<file path="src/rtl/fifo_defs.sv">
// Shared definitions for the 8-entry FIFO and its burst read master:
// FIFO state encodings, reader FSM states and depth constants.
package fifo_defs;

    localparam int FIFO_DEPTH    = 8;
    localparam int OUT_BUF_DEPTH = 2;

    typedef enum logic [2:0] {
        FIFO_INIT     = 3'b000,
        FIFO_READ     = 3'b001,
        FIFO_WRITE    = 3'b010,
        FIFO_RD_ERROR = 3'b011,
        FIFO_WR_ERROR = 3'b100,
        FIFO_NO_OP    = 3'b101
    } fifo_state_t;

    typedef enum logic [1:0] {
        RD_IDLE  = 2'b00,
        RD_RUN   = 2'b01,
        RD_FLUSH = 2'b10,
        RD_DONE  = 2'b11
    } reader_state_t;

    function automatic logic [7:0] sat_inc8(input logic [7:0] value);
        return (value == 8'hFF) ? value : value + 8'd1;
    endfunction

endpackage

</file>
<file path="src/rtl/fifo_burst_reader_if.sv">
// FIFO read handshake plus valid/ready output stream of the burst reader.
// master = the reader, slave = FIFO/downstream side.
interface fifo_burst_reader_if #(
    parameter int DATA_WIDTH = 32,
    parameter int CNT_WIDTH  = 4
);

    logic                  fifo_rd_en;
    logic [DATA_WIDTH-1:0] fifo_dout;
    logic                  fifo_rd_ack;
    logic                  fifo_rd_err;
    logic                  fifo_empty;
    logic [CNT_WIDTH-1:0]  fifo_data_count;
    logic [DATA_WIDTH-1:0] m_data;
    logic                  m_valid;
    logic                  m_ready;

    modport master (
        output fifo_rd_en,
        input  fifo_dout,
        input  fifo_rd_ack,
        input  fifo_rd_err,
        input  fifo_empty,
        input  fifo_data_count,
        output m_data,
        output m_valid,
        input  m_ready
    );

    modport slave (
        input  fifo_rd_en,
        output fifo_dout,
        output fifo_rd_ack,
        output fifo_rd_err,
        output fifo_empty,
        output fifo_data_count,
        input  m_data,
        input  m_valid,
        output m_ready
    );

endinterface

</file>
<file path="src/rtl/fifo_out_buf.sv">
// Two-entry first-in first-out skid buffer between the FIFO read port
// and the output stream; head entry is always presented.
module fifo_out_buf
    import fifo_defs::*;
#(
    parameter int DATA_WIDTH = 32
) (
    input  logic                  clk,
    input  logic                  reset,
    input  logic                  push,
    input  logic [DATA_WIDTH-1:0] push_data,
    input  logic                  pop,
    output logic [DATA_WIDTH-1:0] head_data,
    output logic [1:0]            occupancy
);

    logic [DATA_WIDTH-1:0] mem_q [OUT_BUF_DEPTH];
    logic [DATA_WIDTH-1:0] mem_d [OUT_BUF_DEPTH];
    logic                  wr_ptr_q, wr_ptr_d;
    logic                  rd_ptr_q, rd_ptr_d;
    logic [1:0]            occ_q, occ_d;
    logic                  full;
    logic                  do_push;
    logic                  do_pop;

    assign full      = (occ_q == 2'(OUT_BUF_DEPTH));
    assign do_pop    = pop && (occ_q != 2'd0);
    // A push into a full buffer is only legal when the head leaves in the same cycle.
    assign do_push   = push && (!full || do_pop);
    assign head_data = mem_q[rd_ptr_q];
    assign occupancy = occ_q;

    always_comb begin
        mem_d    = mem_q;
        wr_ptr_d = wr_ptr_q;
        rd_ptr_d = rd_ptr_q;
        occ_d    = occ_q;

        if (do_push) begin
            mem_d[wr_ptr_q] = push_data;
            wr_ptr_d        = ~wr_ptr_q;
        end
        if (do_pop) begin
            rd_ptr_d = ~rd_ptr_q;
        end

        case ({do_push, do_pop})
            2'b10:   occ_d = occ_q + 2'd1;
            2'b01:   occ_d = occ_q - 2'd1;
            default: occ_d = occ_q;
        endcase
    end

    always_ff @(posedge clk or posedge reset) begin
        if (reset) begin
            mem_q    <= '{default: '0};
            wr_ptr_q <= 1'b0;
            rd_ptr_q <= 1'b0;
            occ_q    <= 2'd0;
        end else begin
            mem_q    <= mem_d;
            wr_ptr_q <= wr_ptr_d;
            rd_ptr_q <= rd_ptr_d;
            occ_q    <= occ_d;
        end
    end

endmodule

</file>
<file path="src/rtl/fifo_burst_reader.sv">
// Read-side master for the 8-entry FIFO: drains burst_len words on start
// and re-presents them on a valid/ready stream without losing data.
module fifo_burst_reader
    import fifo_defs::*;
#(
    parameter int DATA_WIDTH = 32,
    parameter int CNT_WIDTH  = 4,
    parameter int LEN_WIDTH  = 8
) (
    input  logic                 clk,
    input  logic                 reset,
    input  logic                 start,
    input  logic [LEN_WIDTH-1:0] burst_len,
    output logic                 busy,
    output logic                 done,
    output logic [7:0]           err_cnt,
    fifo_burst_reader_if.master  bus
);

    reader_state_t         state_q, state_d;
    logic [LEN_WIDTH-1:0]  remaining_q, remaining_d;
    logic [1:0]            inflight_q, inflight_d;
    logic                  rd_en_q, rd_en_d;
    logic [7:0]            err_cnt_q, err_cnt_d;

    logic                  issue;
    logic                  resp_ack;
    logic                  resp_err;
    logic                  resp_any;
    logic                  buf_pop;
    logic [2:0]            credits_used;
    logic [1:0]            occupancy;
    logic [DATA_WIDTH-1:0] head_data;

    // Responses are only honoured while a read is outstanding, so stray acks after reset are dropped.
    assign resp_err = bus.fifo_rd_err && (inflight_q != 2'd0);
    assign resp_ack = bus.fifo_rd_ack && !bus.fifo_rd_err && (inflight_q != 2'd0);
    assign resp_any = resp_ack || resp_err;
    assign buf_pop  = (occupancy != 2'd0) && bus.m_ready;

    assign credits_used = {1'b0, occupancy} + {1'b0, inflight_q} - {2'b00, buf_pop};

    fifo_out_buf #(
        .DATA_WIDTH (DATA_WIDTH)
    ) u_buf (
        .clk       (clk),
        .reset     (reset),
        .push      (resp_ack),
        .push_data (bus.fifo_dout),
        .pop       (buf_pop),
        .head_data (head_data),
        .occupancy (occupancy)
    );

    always_comb begin
        state_d     = state_q;
        remaining_d = remaining_q;
        inflight_d  = inflight_q;
        err_cnt_d   = err_cnt_q;
        issue       = 1'b0;

        if (state_q == RD_RUN && remaining_q != '0 && !bus.fifo_empty &&
            bus.fifo_data_count != CNT_WIDTH'(0) && credits_used < 3'd2) begin
            issue = 1'b1;
        end

        if (resp_err) begin
            err_cnt_d = sat_inc8(err_cnt_q);
        end

        // A failed read hands its word back to the burst so it is retried.
        case ({issue, resp_err})
            2'b10:   remaining_d = remaining_q - LEN_WIDTH'(1);
            2'b01:   remaining_d = remaining_q + LEN_WIDTH'(1);
            default: remaining_d = remaining_q;
        endcase

        case ({issue, resp_any})
            2'b10:   inflight_d = inflight_q + 2'd1;
            2'b01:   inflight_d = inflight_q - 2'd1;
            default: inflight_d = inflight_q;
        endcase

        // Exit decisions use next-cycle values so done lands right after the last transfer.
        case (state_q)
            RD_IDLE: begin
                if (start) begin
                    remaining_d = burst_len;
                    state_d     = (burst_len == '0) ? RD_DONE : RD_RUN;
                end
            end
            RD_RUN: begin
                if (remaining_d == '0 && inflight_d == 2'd0) begin
                    state_d = RD_FLUSH;
                end
            end
            RD_FLUSH: begin
                if (occupancy == 2'd0 || (occupancy == 2'd1 && buf_pop)) begin
                    state_d = RD_DONE;
                end
            end
            RD_DONE: begin
                state_d = RD_IDLE;
            end
            default: begin
                state_d = RD_IDLE;
            end
        endcase

        rd_en_d = issue;
    end

    always_ff @(posedge clk or posedge reset) begin
        if (reset) begin
            state_q     <= RD_IDLE;
            remaining_q <= '0;
            inflight_q  <= 2'd0;
            rd_en_q     <= 1'b0;
            err_cnt_q   <= 8'd0;
        end else begin
            state_q     <= state_d;
            remaining_q <= remaining_d;
            inflight_q  <= inflight_d;
            rd_en_q     <= rd_en_d;
            err_cnt_q   <= err_cnt_d;
        end
    end

    assign busy           = (state_q != RD_IDLE);
    assign done           = (state_q == RD_DONE);
    assign err_cnt        = err_cnt_q;
    assign bus.fifo_rd_en = rd_en_q;
    assign bus.m_valid    = (occupancy != 2'd0);
    assign bus.m_data     = head_data;

endmodule

</file>
<file path="src/flat_wrapper.sv">
// flat-port wrapper written by rule: the top's interface ports become plain ports
module fifo_burst_reader_flat import fifo_defs::*;
#(
    parameter int DATA_WIDTH = 32,
    parameter int CNT_WIDTH  = 4,
    parameter int LEN_WIDTH  = 8
)
  (clk, reset, start, burst_len, busy, done, err_cnt, bus_fifo_rd_en, bus_fifo_dout, bus_fifo_rd_ack, bus_fifo_rd_err, bus_fifo_empty, bus_fifo_data_count, bus_m_data, bus_m_valid, bus_m_ready);
  fifo_burst_reader_if #(.DATA_WIDTH(DATA_WIDTH), .CNT_WIDTH(CNT_WIDTH)) bus_i ();
  input  logic clk;
  input  logic reset;
  input  logic start;
  input  logic [LEN_WIDTH-1:0] burst_len;
  output logic busy;
  output logic done;
  output logic [7:0] err_cnt;
  output wire logic [$bits(bus_i.fifo_rd_en)-1:0] bus_fifo_rd_en;
  input wire logic [$bits(bus_i.fifo_dout)-1:0] bus_fifo_dout;
  input wire logic [$bits(bus_i.fifo_rd_ack)-1:0] bus_fifo_rd_ack;
  input wire logic [$bits(bus_i.fifo_rd_err)-1:0] bus_fifo_rd_err;
  input wire logic [$bits(bus_i.fifo_empty)-1:0] bus_fifo_empty;
  input wire logic [$bits(bus_i.fifo_data_count)-1:0] bus_fifo_data_count;
  output wire logic [$bits(bus_i.m_data)-1:0] bus_m_data;
  output wire logic [$bits(bus_i.m_valid)-1:0] bus_m_valid;
  input wire logic [$bits(bus_i.m_ready)-1:0] bus_m_ready;
  assign bus_fifo_rd_en = bus_i.fifo_rd_en;
  assign bus_i.fifo_dout = bus_fifo_dout;
  assign bus_i.fifo_rd_ack = bus_fifo_rd_ack;
  assign bus_i.fifo_rd_err = bus_fifo_rd_err;
  assign bus_i.fifo_empty = bus_fifo_empty;
  assign bus_i.fifo_data_count = bus_fifo_data_count;
  assign bus_m_data = bus_i.m_data;
  assign bus_m_valid = bus_i.m_valid;
  assign bus_i.m_ready = bus_m_ready;
  fifo_burst_reader #(.DATA_WIDTH(DATA_WIDTH), .CNT_WIDTH(CNT_WIDTH), .LEN_WIDTH(LEN_WIDTH)) u_core (.clk(clk), .reset(reset), .start(start), .burst_len(burst_len), .busy(busy), .done(done), .err_cnt(err_cnt), .bus(bus_i));
endmodule
</file>
<file path="config.mk">
export PLATFORM = sky130hd
export DESIGN_NAME = fifo_burst_reader_flat
export DESIGN_NICKNAME = d
export VERILOG_FILES = /design/src/rtl/fifo_defs.sv /design/src/rtl/fifo_burst_reader_if.sv /design/src/rtl/fifo_out_buf.sv /design/src/rtl/fifo_burst_reader.sv /design/src/flat_wrapper.sv
export SDC_FILE = /design/constraint.sdc
export NUM_CORES = 1
export LEC_CHECK = 0
export BUFFER_PORTS_ARGS = -buffer_cell sky130_fd_sc_hd__buf_2
export CAP_MARGIN = 10
export CELL_PAD_IN_SITES_DETAIL_PLACEMENT = 0
export CELL_PAD_IN_SITES_GLOBAL_PLACEMENT = 1
export CORE_MARGIN = 8
export CORE_UTILIZATION = 44
export CTS_CLUSTER_SIZE = 20
export DETAILED_ROUTE_END_ITERATION = 8
export GPL_ROUTABILITY_DRIVEN = 0
export PLACE_DENSITY = 0.86
export REMOVE_ABC_BUFFERS = 1
export SETUP_SLACK_MARGIN = 0.1
export SLEW_MARGIN = 20
export SYNTH_ARGS = -nofsm -noshare
export SYNTH_HDL_FRONTEND = slang
export SYNTH_SLANG_ARGS = --single-unit
</file>
<file path="constraint.sdc">
create_clock -name clk -period 6.02 [get_ports clk]
set_input_delay 0 -clock clk [delete_from_list [all_inputs] [get_ports clk]]
set_output_delay 0 -clock clk [all_outputs]
set_load 0.005 [all_outputs]
</file>
# Word level (Yosys, flattened, before mapping)
# Index checks and enable logic that the tools add are counted.
# word_totals
register_bits	89
inputBits	51
output_inout_bits	44
word_cells	92
# classes
add_sub_neg	9
n_lt_le_gt_ge	4
n_eq_ne	15
mux	17
n_bitwise	5
n_reduce_logical	32
# ops
op	count
$mux 32	4
$bwmux 64	1
$demux 32 s1	1
$add 8x1->8 const B	2
$logic_not 8->1	2
$mux 8	2
$pmux 8 s2	1
$logic_and 1x1->1	13
$eq 2x2->1 const B	6
$eq 2x1->1 const B	5
$eq 8x8->1 const B	1
$mux 2	4
$pmux 2 s2	2
$pmux 2 s4	1
$reduce_bool 2->1	4
$reduce_bool 8->1	1
$sub 8x1->8 const B	1
$logic_not 2->1	3
$add 2x1->2 const B	2
$ge 2x2->1 const B	2
$ne 2x2->1 const B	2
$not 1->2	2
$reduce_bool 4->1	1
$sub 2x1->2 const B	2
other kinds (11)	17

# Logic depth before layout (Yosys ltp)
# Gate-level depths: netlist of the first run.
# logic_depth
ltp_word	12
ltp_mapped	22
mapped_depth_nobuf	21

# By module
# A second synthesis of the first run with hierarchy kept.
# unflattened
cells_unflattened	362
hier_area_um2	4675.7
# modules_own_cells
module	instances	cells_per_inst	area_each_um2	seq_area_each_um2
fifo_out_buf	1	188	3010.4	1701.6
fifo_burst_reader	1	174	1665.3	525.5

# Least setup slack after synthesis of the first run
# OpenSTA, ideal clock, no wires.
# synth_path
path_type	flip-flop to flip-flop
startpoint	register u_core.u_buf.occ_q[0] (netlist: u_core.u_buf.occupancy[0])
endpoint	register u_core.state_q[0]
setup_ps	79
t_arrival_ps	4124
required_ps	5941
slack_ps	1816
path_stages_with_launch	22
n_path_buf	0
synth_period_minus_slack_ps	4204
path_cell_list	dfrtp_1 -> inv_1 -> ha_1 -> inv_1 -> nand2_1 -> inv_1 -> ha_1 -> nand2b_1 -> fa_1 -> nand2_1 -> nor2_1 -> nand4_1 -> ha_1 -> inv_1 -> ha_1 -> o211ai_1 -> nor3_1 -> or4_4 -> a21o_1 -> nand4_1 -> a21o_1 -> mux2i_1
# synth_between
elab_chain_cells	12
elab_cells_between_ends	23
classes_between	2 x add/sub; 1 x order compare; 7 x eq/ne; 3 x mux; 10 x reduce/logical
# synth_rtl
item	line_no	source
from (decl)	fifo_out_buf.sv:21	logic [1:0] occ_q, occ_d;
from (signal assigned)	fifo_out_buf.sv:59	occ_q <= 2'd0;
from (signal assigned)	fifo_out_buf.sv:64	occ_q <= occ_d;
$reduce_bool 2->1 *	n/a	
net bus_m_valid	flat_wrapper.sv:24	output wire logic [$bits(bus_i.m_valid)-1:0] bus_m_valid;
$logic_and 1x1->1 *	fifo_burst_reader.sv:39	assign buf_pop = (occupancy != 2'd0) && bus.m_ready;
$sub 3x1->3	fifo_burst_reader.sv:41	assign credits_used = {1'b0, occupancy} + {1'b0, inflight_q} - {2'b00, buf_pop};
$lt 3x2->1	fifo_burst_reader.sv:63	bus.fifo_data_count != CNT_WIDTH'(0) && credits_used < 3'd2) begin
$logic_and 1x1->1	fifo_burst_reader.sv:63	
$mux 1	fifo_burst_reader.sv:62	if (state_q == RD_RUN && remaining_q != '0 && !bus.fifo_empty &&
$eq 2x1->1, or another cell as far along	fifo_burst_reader.sv:72	case ({issue, resp_err})
$pmux 8 s2 or $pmux 2 s2 (tied branches)	fifo_burst_reader.sv:72, fifo_burst_reader.sv:78	
$logic_not 8->1 or $logic_not 2->1 (tied branches)	fifo_burst_reader.sv:93	if (remaining_d == '0 && inflight_d == 2'd0) begin
$logic_and 1x1->1	fifo_burst_reader.sv:93	
$ne 2x2->1 (no line)	n/a	
$reduce_and 3->1 (no line) *	n/a	
to (signal assigned)	fifo_burst_reader.sv:121	state_q <= state_d;
to (decl)	fifo_burst_reader.sv:20	reader_state_t state_q, state_d;
# Mark *: on every way through the listed nets, which the timed path passes. The rest lies on a longest branch.
# A chain may end at the register's enable or synchronous reset.

# Worst setup path in the final report of the first run
# layout_path
startpoint	register u_core.u_buf.occ_q[0] (netlist: u_core.u_buf.occupancy[0])
endpoint	register u_core.state_q[1]
# layout_between
elab_chain_cells	12
elab_cells_between_ends	23
classes_between	2 x add/sub; 1 x order compare; 7 x eq/ne; 3 x mux; 10 x reduce/logical
# layout_rtl
item
branches (longest 11 deep; another with $add 2x2->3)
$reduce_and 3->1 (no line) *
# Mark *: on every way between the ends.

==> results.py, run 1 <==
metrics = {
    "place": {
        "io_buffers": 94,
        "dp_cells": 581,
        "dp_slack_ns": 1.43,
        "hpwl_mm": 6.95,
    },
    "synthesis": {
        "ys_warn_count": 0,
        "synthCells": 364,
        "synth_edf_count": 0,
        "ys_seq_elements": 89,
        "seq_area_frac_synth_pct": 48.7,
        "synth_ff_type": "dfrtp_1",
        "synth_area_sq_um": 4570,
        "synth.avg_cell_area_sq_um": 12.6,
        "synthArstFlopShare_pct": 100,
        "yosysUniqueCellTypes": 41,
    },
    "min_path": {
        "hold_path_class": "in -> reg",
        "holdPathStages": 4,
    },
    "floorplanning": {
        "die-height_um": 118,
        "ioPinCount": 95,
        "core_sq_um": 10200,
        "initial_core_util_pct": 44.9,
        "die_x_um": 118,
        "rows": 37,
        "die_area_sq_um": 13900,
    },
    "flow_run": {
        "max-cap-violations": 0,
    },
    "critical_path": {
        "crit_buf_inv": 4,
        "cp_data_required_time_ns": 6.29,
        "ff2ff_path_depth": 21,
        "endpoint_kind": "flop",
        "worstPathArrival_ns": 4.90,
        "cp_cell_sequence": "inv_1, ha_1, inv_1, nand2_1, inv_1, ha_1, nand2b_1, fa_1, nand2_1, nor2_1, nand4_1, ha_1, inv_1, ha_1, o211ai_1, nor3_1, or4_4, a21o_1, nand4_1, a21o_1, mux2i_1",
        "cp_max_fo": 7,
        "crit_type": "reg -> reg",
        "slowest_stage": "or4_4",
        "critPathMaxStageDelay_ns": 0.50,
        "path_delay_family": "adder cells",
        "critPathLaunchType": "flop",
        "crit_cells": 21,
    },
    "finish": {
        "final_nets": 572,
        "layout_commonest_cell": "mux2_2",
        "final_cell_mix": "96 x mux2_2, 94 x buf_2, 89 x dfrtp_1, 42 x dlygate4sd3_1, 21 x ha_1",
        "num_antenna_cells": 0,
        "utilization_pct": 56.9,
        "layout-drive-gt1-share_pct": 42.7,
        "area_delta_synth_final_pct": 26.8,
        "fin_cells": 639,
    },
    "clocking": {
        "clk_pin_slew_ns": 0.09,
        "h-tree-depth": 3,
        "clk_path_buf_depth": 2,
        "insertion_delay_ns": 0.35,
        "cts_resized": 0,
        "cts_sinks": 89,
        "cts_setup_buffers": 0,
        "hold_buffers": 41,
        "numCtsBuffers": 9,
        "cts_tree": "done",
        "cts-root-buf": "clkbuf_8",
    },
    "timing": {
        "rsz0062_at_grt": "false",
        "period_share_pct": 76.9,
        "period_needed_ns": 4.63,
        "hold_viol_final": 0,
        "setup_viol": 0,
        "max_slew_margin_pct": 34.6,
        "final-max-slew-violation-count": 0,
        "fin_ws_ns": 1.39,
        "finClkSkew_ns": 0.00907,
        "fin_tns_setup_ns": 0,
        "fmax_ghz": 0.216,
        "worstMarginPinSlew_ns": 0.979,
        "hold_ws_ns": 0.0528,
    },
    "drt": {
        "drc": 0,
        "post_drt_via_cell_ratio": 5.09,
        "wirelength_mm": 10.2,
        "drtAntennaViolNets": 0,
        "drt_iter0_markers": 170,
        "drtPass1Iterations": 4,
        "via_count": 3250,
        "detail_route.wl_per_cell_um": 16.0,
    },
    "global_route": {
        "grt_pass1_wl_mm": 17.5,
        "grt_max_degree": 90,
        "overflow": 0,
        "grt_use_total_pct": 15.1,
        "antenna_found_initial": 0,
        "grt_pass1_vias": 3516,
    },
    "power": {
        "power.leakage_nw": 2.66,
        "peakVddDrop_mv": 0.279,
        "pwr_density_cell_nw_per_um2": 536,
    },
    "outcome": {
        "status": "complete, no violations",
    },
}
power breakdown:
group	switching, mW	internal, mW
Sequential	0.192	0.901
Combinational	0.733	0.850
Clock	0.225	0.208
metrics by stage:
stage / total power, mW / cell area, sq um
floorplan: 2.17 / 4490
global placement: 2.60 / 5160
detailed placement: 2.66 / 5160
CTS: 3.13 / 5780
global route: 3.37 / 5800
finish: 3.11 / 5800
cells in the mapped netlist, drive strengths merged (4+ instances only):
master / count / share of area [%]
xnor2: 14 / 2.7
mux2: 100 / 25
mux2i: 6 / 1.3
nand2: 15 / 1.2
a21oi: 7 / 0.77
nor3: 4 / 0.44
nand4: 4 / 0.55
nor2: 15 / 1.2
nor3b: 5 / 0.82
inv: 16 / 1.3
nor4: 5 / 0.68
o21ai: 5 / 0.55
clkbuf: 5 / 0.41
a31oi: 5 / 0.68
and3: 4 / 0.55
ha: 21 / 5.7
buf: 11 / 1.4
dfrtp: 89 / 49
final timing paths:
path                                                start                endpoint  slack (ns)
worst max register to register  u_core.u_buf.occupancy[0]       u_core.state_q[1]        1.39
worst max-delay path            u_core.u_buf.occupancy[0]       u_core.state_q[1]        1.39
max in group asynchronous                           reset  u_core.u_buf.mem_q[63]        5.06
worst min-delay path                       bus_fifo_empty   u_core.bus.fifo_rd_en        0.05
min in group asynchronous                           reset       u_core.err_cnt[3]        0.40
worst min register to register      u_core.u_buf.rd_ptr_q   u_core.u_buf.rd_ptr_q        0.49
worst reg2reg max path, stage by stage (launching register included):
cell and delay [ns]:
dfrtp_1 0.42, inv_1 0.08, ha_1 0.19, inv_1 0.09
nand2_1 0.10, inv_1 0.09, ha_1 0.22, nand2b_1 0.15
fa_1 0.48, nand2_1 0.05, nor2_1 0.08, nand4_1 0.16
ha_1 0.30, inv_1 0.24, ha_1 0.34, o211ai_1 0.31
nor3_1 0.12, or4_4 0.50, a21o_1 0.21, nand4_1 0.09
a21o_1 0.16, mux2i_1 0.18
flip-flops by register name (all words and copies together), names as in the netlist:
register and flops:
u_core.bus.fifo_rd_en 1, u_core.err_cnt 8, u_core.inflight_q 2, u_core.remaining_q 8, u_core.state_q 2, u_core.u_buf.mem_q 64, u_core.u_buf.occupancy 2, u_core.u_buf.rd_ptr_q 1
u_core.u_buf.wr_ptr_q 1
layout make-up:
| type | instances | area (sq um) |
|---|---|---|
| Clock buffer | 10 | 138 |
| Timing Repair Buffer | 139 | 917 |
| Multi-Input combinational cell | 243 | 2210 |
| Clock inverter | 6 | 73.8 |
| Inverter | 16 | 61.3 |
| Fill cell | 838 | 4390 |
| Tap cell | 136 | 170 |
| Sequential cell | 89 | 2230 |
routing by layer:
layer | GRT usage [%] | vias up | wire length [um]
li1 | - | 1564 | -
met1 | 19.0 | 1598 | 4740
met2 | 24.8 | 79 | 4830
met3 | 4.56 | 9 | 547
met4 | 3.68 | 0 | 108
met5 | 0 | - | 0
kinds of logic (layout without fill, tap and decap cells):
| group | after synthesis | count (layout) | synth area share [%] |
|---|---|---|---|
| multiplexers | 106 | 106 | 26.0 |
| flip-flops | 89 | 89 | 48.7 |
| AND/OR/NAND/NOR | 67 | 67 | 7.91 |
| buffers and inverters | 32 | 171 | 3.09 |
| AO/OA/AOI/OAI | 30 | 30 | 4.43 |
| adder cells (fa/ha/maj) | 23 | 23 | 6.62 |
| XOR/XNOR | 17 | 17 | 3.26 |
Note: power is estimated with default switching activity, not from simulation.
==> run 2, diff against run 1 <==
--- a/config.mk
+++ b/config.mk
@@ -5,12 +5,13 @@
 export SDC_FILE = /design/constraint.sdc
 export NUM_CORES = 1
 export LEC_CHECK = 0
+export ABC_AREA = 1
 export BUFFER_PORTS_ARGS = -buffer_cell sky130_fd_sc_hd__buf_2
 export CAP_MARGIN = 10
 export CELL_PAD_IN_SITES_DETAIL_PLACEMENT = 0
 export CELL_PAD_IN_SITES_GLOBAL_PLACEMENT = 1
 export CORE_MARGIN = 8
-export CORE_UTILIZATION = 44
+export CORE_UTILIZATION = 42
 export CTS_CLUSTER_SIZE = 20
 export DETAILED_ROUTE_END_ITERATION = 8
 export GPL_ROUTABILITY_DRIVEN = 0
==> constraint.sdc (replaced) <==
create_clock -name clk -period 4.4 [get_ports clk]
set_input_delay 0 -clock clk [delete_from_list [all_inputs] [get_ports clk]]
set_output_delay 0 -clock clk [all_outputs]
set_load 0.005 [all_outputs]
==> results.py, run 2 <==
metrics = {
    "outcome": {
        "status": "complete, no violations",
    },
    "critical_path": {
        "worstSetupStartpoint": "u_core.u_buf.occupancy[1]",
        "endpoint_kind": "flop",
        "cp_max_fo": 3,
        "cp_common_cell": "nand2_1",
        "r2r_start": "u_core.u_buf.occupancy[1]",
        "critPathLaunchType": "flop",
        "crit_type": "reg -> reg",
        "cp_data_required_time_ns": 4.63,
        "slowest_stage": "fa_2",
        "worstPathArrival_ns": 4.28,
        "critPathMaxStageDelay_ns": 0.54,
    },
    "drt": {
        "wirelength_mm": 11.5,
        "drtAntennaViolNets": 0,
        "drt_iter0_markers": 255,
        "drc": 0,
        "detail_route.wl_per_cell_um": 14.2,
        "drtPass1Iterations": 5,
        "post_drt_via_cell_ratio": 4.81,
        "via_count": 3899,
    },
    "synthesis": {
        "synth_most_common_cell": "nand2_1",
        "synth_ff_type": "dfrtp_1",
        "synth_area_sq_um": 4820,
        "synthArstFlopShare_pct": 100,
        "synth_area_leaders": "dfrtp_1 46%, nand2_1 10%, mux2_4 9.4%",
        "post-synth-top-area-cell": "dfrtp_1",
        "synth_common_cells": "128 x nand2_1, 89 x dfrtp_1, 69 x o21ai_0",
        "synth_top_area_share_pct": 46.2,
        "yosysUniqueCellTypes": 35,
        "synthCells": 520,
        "seq_area_frac_synth_pct": 46.2,
        "ys_seq_elements": 89,
        "synth.avg_cell_area_sq_um": 9.26,
        "ys_warn_count": 0,
        "synth_edf_count": 0,
    },
    "clocking": {
        "cts-root-buf": "clkbuf_16",
        "clk_path_buf_depth": 2,
        "clk_pin_slew_ns": 0.07,
        "cts_tree": "done",
        "insertion_delay_ns": 0.34,
        "h-tree-depth": 3,
        "numCtsBuffers": 9,
        "cts_sinks": 89,
    },
    "timing": {
        "period_share_pct": 92.1,
        "period_needed_ns": 4.05,
        "finClkSkew_ns": 0.00464,
        "worstMarginPinSlew_ns": 1.02,
        "fmax_ghz": 0.247,
        "setup_viol": 0,
        "fin_tns_setup_ns": 0,
        "final-max-slew-violation-count": 0,
        "max_slew_margin_pct": 32.0,
        "hold_viol_final": 0,
        "rsz0062_at_grt": "true",
    },
    "finish": {
        "largest_reg_flops": 64,
        "multi_input_area_sq_um": 2240,
        "largest-register": "u_core.u_buf.mem_q",
        "area_delta_synth_final_pct": 28.8,
        "num-fill-cells": 998,
        "final_nets": 735,
        "fin_cells": 810,
        "layout_commonest_cell": "nand2_1",
        "layout-drive-gt1-share_pct": 28.7,
        "seq_area_sq_um": 2230,
        "final_area_sq_um": 6200,
        "final_cell_mix": "125 x nand2_1, 94 x buf_2, 88 x dfrtp_1, 69 x o21ai_0, 61 x inv_1",
    },
    "power": {
        "pwr_density_cell_nw_per_um2": 732,
        "pwr-share-clk_pct": 16.3,
        "swShare_pct": 40.2,
        "peakVddDrop_mv": 0.355,
        "combPwrFrac_pct": 49.6,
        "total_power_mw": 4.54,
        "seqPwrFrac_pct": 34.1,
        "power.leakage_nw": 3.10,
        "power.internal_mw": 2.71,
        "switching_power_mw": 1.83,
    },
    "global_route": {
        "antenna_found_initial": 0,
        "grt_use_total_pct": 15.3,
        "grt_pass1_wl_mm": 18.6,
        "overflow": 0,
        "grt_pass1_vias": 3860,
        "grt_max_degree": 66,
    },
    "floorplanning": {
        "core_sq_um": 11300,
        "die_area_sq_um": 15200,
        "rows": 39,
        "die_x_um": 123,
        "die-height_um": 123,
        "initial_core_util_pct": 42.6,
        "ioPinCount": 95,
    },
    "min_path": {
        "hold_path_class": "in -> reg",
        "hp-start": "bus_fifo_rd_err",
    },
    "place": {
        "io_buffers": 94,
        "place_area_sq_um": 5340,
        "hpwl_mm": 7.81,
        "dp_cells": 739,
    },
    "flow_run": {
        "max-cap-violations": 0,
    },
}
run 2: cells by family after synthesis:
family / after synthesis / share of synthesized area, %
compound gates: 84 / 8.94
flops: 89 / 46.2
buf+inv: 90 / 8.62
xor+xnor: 12 / 2.18
mux: 33 / 10.1
fa+ha+maj: 23 / 6.29
simple gates: 189 / 17.7
run 2: critical path, delay by kind of cell, from the launching register on:
family,cells,cell delay (ns)
buffers and inverters,5,0.30
flip-flops,1,0.40
AND/OR/NAND/NOR,16,1.65
XOR/XNOR,1,0.13
adder cells (fa/ha/maj),5,1.40
AO/OA/AOI/OAI,1,0.06
run 2: per-layer routing:
layer / GRT usage (%) / vias up / share of wire [%]
met4: 5.04 / 0 / 1.4
li1: - / 1948 / -
met3: 3.52 / 14 / 4.3
met5: 0 / - / 0
met1: 19.3 / 1855 / 44
met2: 25.5 / 82 / 50
run 2: what timing repair did:
item,4_1_cts,5_1_grt
pin swaps,1,17
hold endpoints to repair,111,0
buffers inserted,2,9
endpoints found under the setup margin,2,4
hold buffers,43,0
resized for setup,4,16
run 2: final timing paths:
check | slack, ns | end | depth (start not counted)
worst max-delay path | 0.35 | u_core.state_q[0] | 28
worst min-delay path | 0.03 | u_core.u_buf.wr_ptr_q | 4
worst max register to register | 0.35 | u_core.state_q[0] | 28
worst min register to register | 0.50 | u_core.err_cnt[7] | 1
max in group asynchronous | 3.02 | u_core.u_buf.mem_q[28] | 4
min in group asynchronous | 0.28 | u_core.err_cnt[4] | 3
run 2: cell type report:
| class | instances | share of cell area, % |
|---|---|---|
| Timing Repair Buffer | 149 | 16.0 |
| Sequential cell | 89 | 35.9 |
| Tap cell | 143 | 2.88 |
| Antenna cell | 1 | 0.0403 |
| Inverter | 71 | 4.48 |
| Clock buffer | 10 | 3.85 |
| Multi-Input combinational cell | 341 | 36.0 |
| Clock inverter | 6 | 0.787 |
run 2: metrics by stage:
stage               setup WS [ns]  hold slack [ns]  utilization, %
floorplan                   0.366            0.121               -
global placement           0.0920            0.119            47.1
detailed placement        -0.0631            0.123            47.1
CTS                         0.101           0.0154            53.6
global route              -0.0254           0.0445            54.8
finish                      0.349           0.0274            54.8
run 2: power groups by stage:
stage	clock network (mW)	logic, mW	registers (mW)
floorplan	0	1.49	1.47
global placement	0	2.02	1.54
detailed placement	0	2.08	1.56
CTS	0.765	2.14	1.55
global route	0.792	2.58	1.60
finish	0.738	2.25	1.55
